**src/rtl/gol_pkg.sv**
```systemverilog
// Shared Game-of-Life definitions: board size defaults, stepper states,
// cell indexing helper and the glider seed image used at reset.
package gol_pkg;

    localparam int GOL_WIDTH  = 10;
    localparam int GOL_HEIGHT = 9;
    localparam int GOL_CELLS  = GOL_WIDTH * GOL_HEIGHT;

    typedef enum logic [1:0] {
        IDLE,
        SCAN,
        COMMIT
    } state_t;

    // Row-major bit position of a cell
    function automatic int cell_idx(input int row, input int col, input int width);
        return row * width + col;
    endfunction

    // Glider: (6,6), (7,7), (8,5), (8,6), (8,7)
    localparam logic [GOL_CELLS-1:0] GOL_GLIDER =
        (90'b1 << 66) | (90'b1 << 77) | (90'b1 << 85) |
        (90'b1 << 86) | (90'b1 << 87);

endpackage

```
**src/rtl/gol_rule.sv**
```systemverilog
// Conway rule for one cell: birth on 3 neighbours, survival on 2 or 3.
// Purely combinational.
module gol_rule (
    input  logic       centre,
    input  logic [7:0] nbrs,
    output logic       next
);

    logic [3:0] cnt;

    // Count live neighbours and apply the rule
    always_comb begin
        cnt  = 4'($countones(nbrs));
        next = (cnt == 4'd3) || (centre && (cnt == 4'd2));
    end

endmodule

```
**src/rtl/gol_stepper.sv**
```systemverilog
// Game-of-Life generation stepper: scans the committed board one cell per
// clock into a shadow buffer, then commits the whole generation at once.
module gol_stepper
    import gol_pkg::*;
#(
    parameter int WIDTH  = GOL_WIDTH,
    parameter int HEIGHT = GOL_HEIGHT,
    parameter bit WRAP   = 1'b0,
    parameter logic [WIDTH*HEIGHT-1:0] INIT = GOL_GLIDER
) (
    input  logic                    clk,
    input  logic                    rst,
    input  logic                    step,
    input  logic                    load_en,
    input  logic [3:0]              load_row,
    input  logic [WIDTH-1:0]        load_data,
    output logic [WIDTH*HEIGHT-1:0] board,
    output logic                    busy,
    output logic                    done,
    output logic [9:0]              gen
);

    localparam int N  = WIDTH * HEIGHT;
    localparam int IW = $clog2(N);
    localparam int RW = $clog2(HEIGHT);
    localparam int CW = $clog2(WIDTH);

    state_t          state, next_state;
    logic [N-1:0]    shadow;
    logic [RW-1:0]   row;
    logic [CW-1:0]   col;
    logic [IW-1:0]   cur;
    logic [7:0]      nbrs;
    logic            centre;
    logic            nxt;
    logic            last;
    logic            load_ok;

    assign cur     = IW'(cell_idx(int'(row), int'(col), WIDTH));
    assign centre  = board[cur];
    assign last    = (row == RW'(HEIGHT - 1)) && (col == CW'(WIDTH - 1));
    assign load_ok = int'(load_row) < HEIGHT;

    // Gather the 8 neighbours of the scan position from the committed board
    always_comb begin
        int rr;
        int cc;
        int k;
        rr   = 0;
        cc   = 0;
        k    = 0;
        nbrs = '0;
        for (int dr = -1; dr <= 1; dr++) begin
            for (int dc = -1; dc <= 1; dc++) begin
                if (!(dr == 0 && dc == 0)) begin
                    rr = int'(row) + dr;
                    cc = int'(col) + dc;
                    if (WRAP) begin
                        if (rr < 0)       rr = rr + HEIGHT;
                        if (rr >= HEIGHT) rr = rr - HEIGHT;
                        if (cc < 0)       cc = cc + WIDTH;
                        if (cc >= WIDTH)  cc = cc - WIDTH;
                    end
                    if (rr >= 0 && rr < HEIGHT && cc >= 0 && cc < WIDTH)
                        nbrs[3'(k)] = board[IW'(cell_idx(rr, cc, WIDTH))];
                    k = k + 1;
                end
            end
        end
    end

    gol_rule u_rule (
        .centre (centre),
        .nbrs   (nbrs),
        .next   (nxt)
    );

    // Next-state: loads win over step in idle; scan ends on the last cell
    always_comb begin
        next_state = state;
        unique case (state)
            IDLE:    if (!load_en && step) next_state = SCAN;
            SCAN:    if (last) next_state = COMMIT;
            COMMIT:  next_state = IDLE;
            default: next_state = IDLE;
        endcase
    end

    // State, scan counters, shadow buffer, board and generation count
    always_ff @(posedge clk or posedge rst) begin
        if (rst) begin
            state  <= IDLE;
            board  <= INIT;
            shadow <= '0;
            gen    <= '0;
            busy   <= 1'b0;
            done   <= 1'b0;
            row    <= '0;
            col    <= '0;
        end else begin
            state <= next_state;
            busy  <= (next_state != IDLE);
            done  <= (state == COMMIT);
            unique case (state)
                IDLE: begin
                    if (load_en) begin
                        if (load_ok)
                            board[IW'(int'(load_row) * WIDTH) +: WIDTH] <= load_data;
                    end else if (step) begin
                        row <= '0;
                        col <= '0;
                    end
                end
                SCAN: begin
                    shadow[cur] <= nxt;
                    if (col == CW'(WIDTH - 1)) begin
                        col <= '0;
                        row <= row + 1'b1;
                    end else begin
                        col <= col + 1'b1;
                    end
                end
                COMMIT: begin
                    board <= shadow;
                    gen   <= gen + 10'd1;
                end
                default: ;
            endcase
        end
    end

endmodule

```
**config.mk**
```make
export PLATFORM = sky130hd
export DESIGN_NAME = gol_stepper
export DESIGN_NICKNAME = d
export VERILOG_FILES = /design/src/rtl/gol_pkg.sv /design/src/rtl/gol_rule.sv /design/src/rtl/gol_stepper.sv
export SDC_FILE = /design/constraint.sdc
export NUM_CORES = 1
export LEC_CHECK = 0
export BUFFER_PORTS_ARGS = -buffer_cell sky130_fd_sc_hd__buf_2
export CAP_MARGIN = 25
export CELL_PAD_IN_SITES_DETAIL_PLACEMENT = 0
export CELL_PAD_IN_SITES_GLOBAL_PLACEMENT = 1
export CORE_MARGIN = 1.5
export CORE_UTILIZATION = 48
export DETAILED_ROUTE_END_ITERATION = 10
export PLACE_DENSITY_LB_ADDON = 0.15
export SLEW_MARGIN = 20
export SYNTH_ARGS = -nofsm -noshare
export SYNTH_HDL_FRONTEND = slang
export SYNTH_SLANG_ARGS = --single-unit
```
**constraint.sdc**
```tcl
create_clock -name clk -period 9.34 [get_ports clk]
set_input_delay 1.868 -clock clk [delete_from_list [all_inputs] [get_ports clk]]
set_output_delay 1.868 -clock clk [all_outputs]
set_load 0.02 [all_outputs]
```
==> metrics.log <==
[metrics] actual transition at the worst max-transition pin: 0.975 ns
[metrics] share of flip-flops with an asynchronous set or reset after synthesis: 1.00
[metrics] Top-Level Pins: 120
[metrics] Sinks on Clock Net: 202
[metrics] vias in the first global route: 12300
[metrics] CTS buffer count: 25
[metrics] cell family contributing the most delay on the critical path: adder cells
[metrics] share of synthesized area occupied by flip-flops and latches: 0.337
[metrics] result of the run: complete, no violations
[metrics] detailed placement HPWL: 42400 µm
[metrics] endpoint of the worst register-to-register path: shadow[85]$_DFFE_PP0P_
[metrics] most repeated library cell on the critical path: sky130_fd_sc_hd__ha_1
[metrics] Post-Synthesis Net Count: 1610
[metrics] Main synth FF type: sky130_fd_sc_hd__dfrtp_1
[metrics] type of the tightest min-delay check: register to register
[metrics] total number of H-tree levels: 1
[metrics] synthesized area: 15000 µm²
[metrics] number of unique standard cell types used by synthesis: 76
[metrics] Max Fclk: 135 MHz
[metrics] min cycle time layout: 7.41 ns
[metrics] Post-Synthesis Cells: 1541
[metrics] max-cap violation count: 0
[metrics] Vias: 13300
[metrics] data required time at the worst endpoint: 9.79 ns
[metrics] critical-path cell list: inv_1, ha_1, inv_1, ha_1, inv_1, fa_1, xor2_2, buf_6, mux4_2, mux4_2, mux2i_1, a22oi_1, nor3b_2, ha_1, ha_1, fa_1, nand2_1, nor4_2, a31o_4, mux2_2
[metrics] DRC: 0
[metrics] Synthesis Warnings: 0
[metrics] final clock skew: 0.0113 ns
[metrics] Routed Wire Length: 55300 µm
[metrics] startpoint types: register
[metrics] initial core utilization: 0.489
[metrics] Final Cycle Share: 0.793
[metrics] fraction of post-synthesis cell area in the top cell type by area: 0.329
[metrics] width of the chip: 180 µm
[metrics] CP max-delay cell: sky130_fd_sc_hd__dfrtp_4
[metrics] pin count of the biggest net entering global routing: 146
[metrics] post-CTS setup buffer count: 0
[metrics] Relative slew margins: 0.350
[metrics] dominant cell type by area after synthesis: sky130_fd_sc_hd__dfrtp_1
[metrics] crit path capture: shadow[85]$_DFFE_PP0P_
[metrics] Core ar.: 30700 µm²
[metrics] later-pin clock latency in the skew report: 0.52 ns
[metrics] GR Util All Layers: 0.335
[metrics] ratio of cells with drive above 1 in the final layout: 0.226
[metrics] # fillers: 2819
[metrics] DIE AREA: 32300 µm²
[metrics] number of gates given a new drive strength after cts: 0
[metrics] CTS tree: yes
[metrics] Detail Route Antenna Nets: 0
[metrics] clock transition time at the flip-flop clock pins of the worst setup and hold paths: 0.06 ns
[metrics] number of cells on the critical path: 20
[metrics] setup repair after global routing missed its margin: false
[metrics] total overflow reported by the global router: 0
[metrics] length of the first detailed-routing pass in iterations: 7
[metrics] register-to-register setup slack: 1.93 ns
[metrics] global-route wire length before repair: 82200 µm
[metrics] Critical Path AT: 7.86 ns
[metrics] Net count, final: 1689
[metrics] endpoint kind of the worst setup timing path: register
[metrics] master cell of the clock root buffer: sky130_fd_sc_hd__clkbuf_16
[metrics] FF+latch count, synth: 202
[metrics] IO Port Bufs: 119
[metrics] die extent in y: 180 µm
[metrics] number of antenna violations at the first check in global routing: 5
[metrics] count of buffering cells on the critical path with inverters included: 4
[metrics] reg-to-reg startpoint: col[0]$_DFFE_PP0P_
[metrics] drt wl/cell: 27.2 µm
[metrics] cells taking the most area after synthesis: sky130_fd_sc_hd__dfrtp_1, sky130_fd_sc_hd__mux4_2, sky130_fd_sc_hd__mux2_2
[metrics] FF-to-FF path depth: 20
[metrics] number of pins exceeding their max-slew limit in the final report: 0
[metrics] Final Hold Fails: 0
[metrics] timing startpoint of the critical path: col[0]$_DFFE_PP0P_
[metrics] average instance area after synthesis: 9.73 µm²
[metrics] Bufs on Longest Clock Path: 3
[metrics] RePlAce Congestion: 0.987
[metrics] area growth from synthesis to layout: 11.5%
[metrics] total of hold buffers inserted after clock tree synthesis: 0
[metrics] via count normalized by instance count: 6.55
[metrics] Setup Viol. Count Final: 0
[metrics] peak per-stage delay on the critical path: 0.94 ns
[metrics] Critical Setup Path Class: register to register
[metrics] iteration-0 DRC count of the detailed router: 1556
[metrics] Core Rows: 64
[metrics] final total negative setup slack: 0 ns
[metrics] number of flops mapped to enable cells by yosys: 0
[metrics] critical-path maximum fanout: 60
==> worst min-delay path: stages, from the launching register on <==
cell	delay [ns]
sky130_fd_sc_hd__dfrtp_1	0.34
sky130_fd_sc_hd__nand2_1	0.05
sky130_fd_sc_hd__nand2_1	0.05
==> registers in the layout (all words and copies together), names as in the netlist <==
signal	flops
board	90
shadow	90
gen	10
col	4
row	4
state	2
busy	1
done	1
==> cells in the mapped netlist, types with 33 or more instances <==
cell type,count
sky130_fd_sc_hd__a22oi_1,33
sky130_fd_sc_hd__clkbuf_1,48
sky130_fd_sc_hd__o21ai_0,117
sky130_fd_sc_hd__a21oi_1,85
sky130_fd_sc_hd__mux2i_1,88
sky130_fd_sc_hd__nand2_1,180
sky130_fd_sc_hd__mux4_2,58
sky130_fd_sc_hd__mux2_2,107
sky130_fd_sc_hd__ha_1,42
sky130_fd_sc_hd__nor2_1,178
sky130_fd_sc_hd__dfrtp_1,197
sky130_fd_sc_hd__xnor2_1,35
sky130_fd_sc_hd__inv_1,34
==> cell type report <==
type / instances / area, µm² / area share
diodes: 3 / 7.51 / 0.000449
clock buffers: 30 / 664 / 0.0397
clock inverters: 13 / 249 / 0.0149
inverters: 34 / 136 / 0.00816
multi-input cells: 1220 / 9350 / 0.559
flip-flops and latches: 202 / 5060 / 0.303
well taps: 396 / 495 / 0.0296
repair buffers: 137 / 754 / 0.0451
==> worst min path at each step <==
stage,startpoint,end,slack (ns),depth (start not counted)
after global routing,shadow[75]$_DFFE_PP0P_,board[75]$_DFFE_PP0P_,0.51,2
after floorplan,shadow[80]$_DFFE_PP0P_,board[80]$_DFFE_PP0P_,0.43,2
after detailed placement,shadow[74]$_DFFE_PP0P_,board[74]$_DFFE_PP0P_,0.45,2
after global placement,shadow[75]$_DFFE_PP0P_,board[75]$_DFFE_PP0P_,0.45,2
final,shadow[77]$_DFFE_PP0P_,board[77]$_DFFE_PP1P_,0.47,2
after CTS,shadow[76]$_DFFE_PP0P_,board[76]$_DFFE_PP0P_,0.47,2
==> placed cells by master (no fill, tap or decap), drive strengths merged, types with 29 or more instances in the layout <==
cell type	instances
a21oi	87
a22o	29
a22oi	33
buf	137
clkbuf	30
dfrtp	197
ha	42
inv	34
mux2	107
mux2i	88
mux4	69
nand2	180
nand3	30
nor2	179
o21ai	119
xnor2	36
==> stage by stage <==
step | hold WS (ns) | utilization | setup WS, ns | cell area, µm² | instances
after floorplan | 0.432 | - | 1.97 | 15000 | 1541
after global placement | 0.448 | 0.513 | 2.00 | 15700 | 1986
after detailed placement | 0.454 | 0.514 | 1.70 | 15800 | 1987
after CTS | 0.468 | 0.544 | 1.67 | 16700 | 2030
after global routing | 0.505 | 0.545 | 1.63 | 16700 | 2032
final | 0.468 | 0.545 | 1.93 | 16700 | 2035
==> routing by layer <==
layer,vias to the layer above,GRT usage,part of all wire
met4,4,0.0797,0.024
met2,696,0.493,0.43
met3,85,0.0788,0.10
li1,5883,-,-
met1,6665,0.498,0.44
met5,-,0,0.00049
==> cell families (layout without fill, tap and decap cells) <==
kind of cell / Yosys count / count (layout) / synth area share
mux: 264 / 264 / 0.245
other cells: 0 / 3 / 0
flops: 202 / 202 / 0.337
compound gates: 383 / 383 / 0.163
buf+inv: 119 / 214 / 0.0406
fa+ha+maj: 51 / 51 / 0.0471
simple gates: 472 / 472 / 0.137
xor+xnor: 50 / 50 / 0.0297
Power is left out: the tool's default activity adds up to more than one toggle a clock period on the data nets, which glitch-free logic cannot reach.
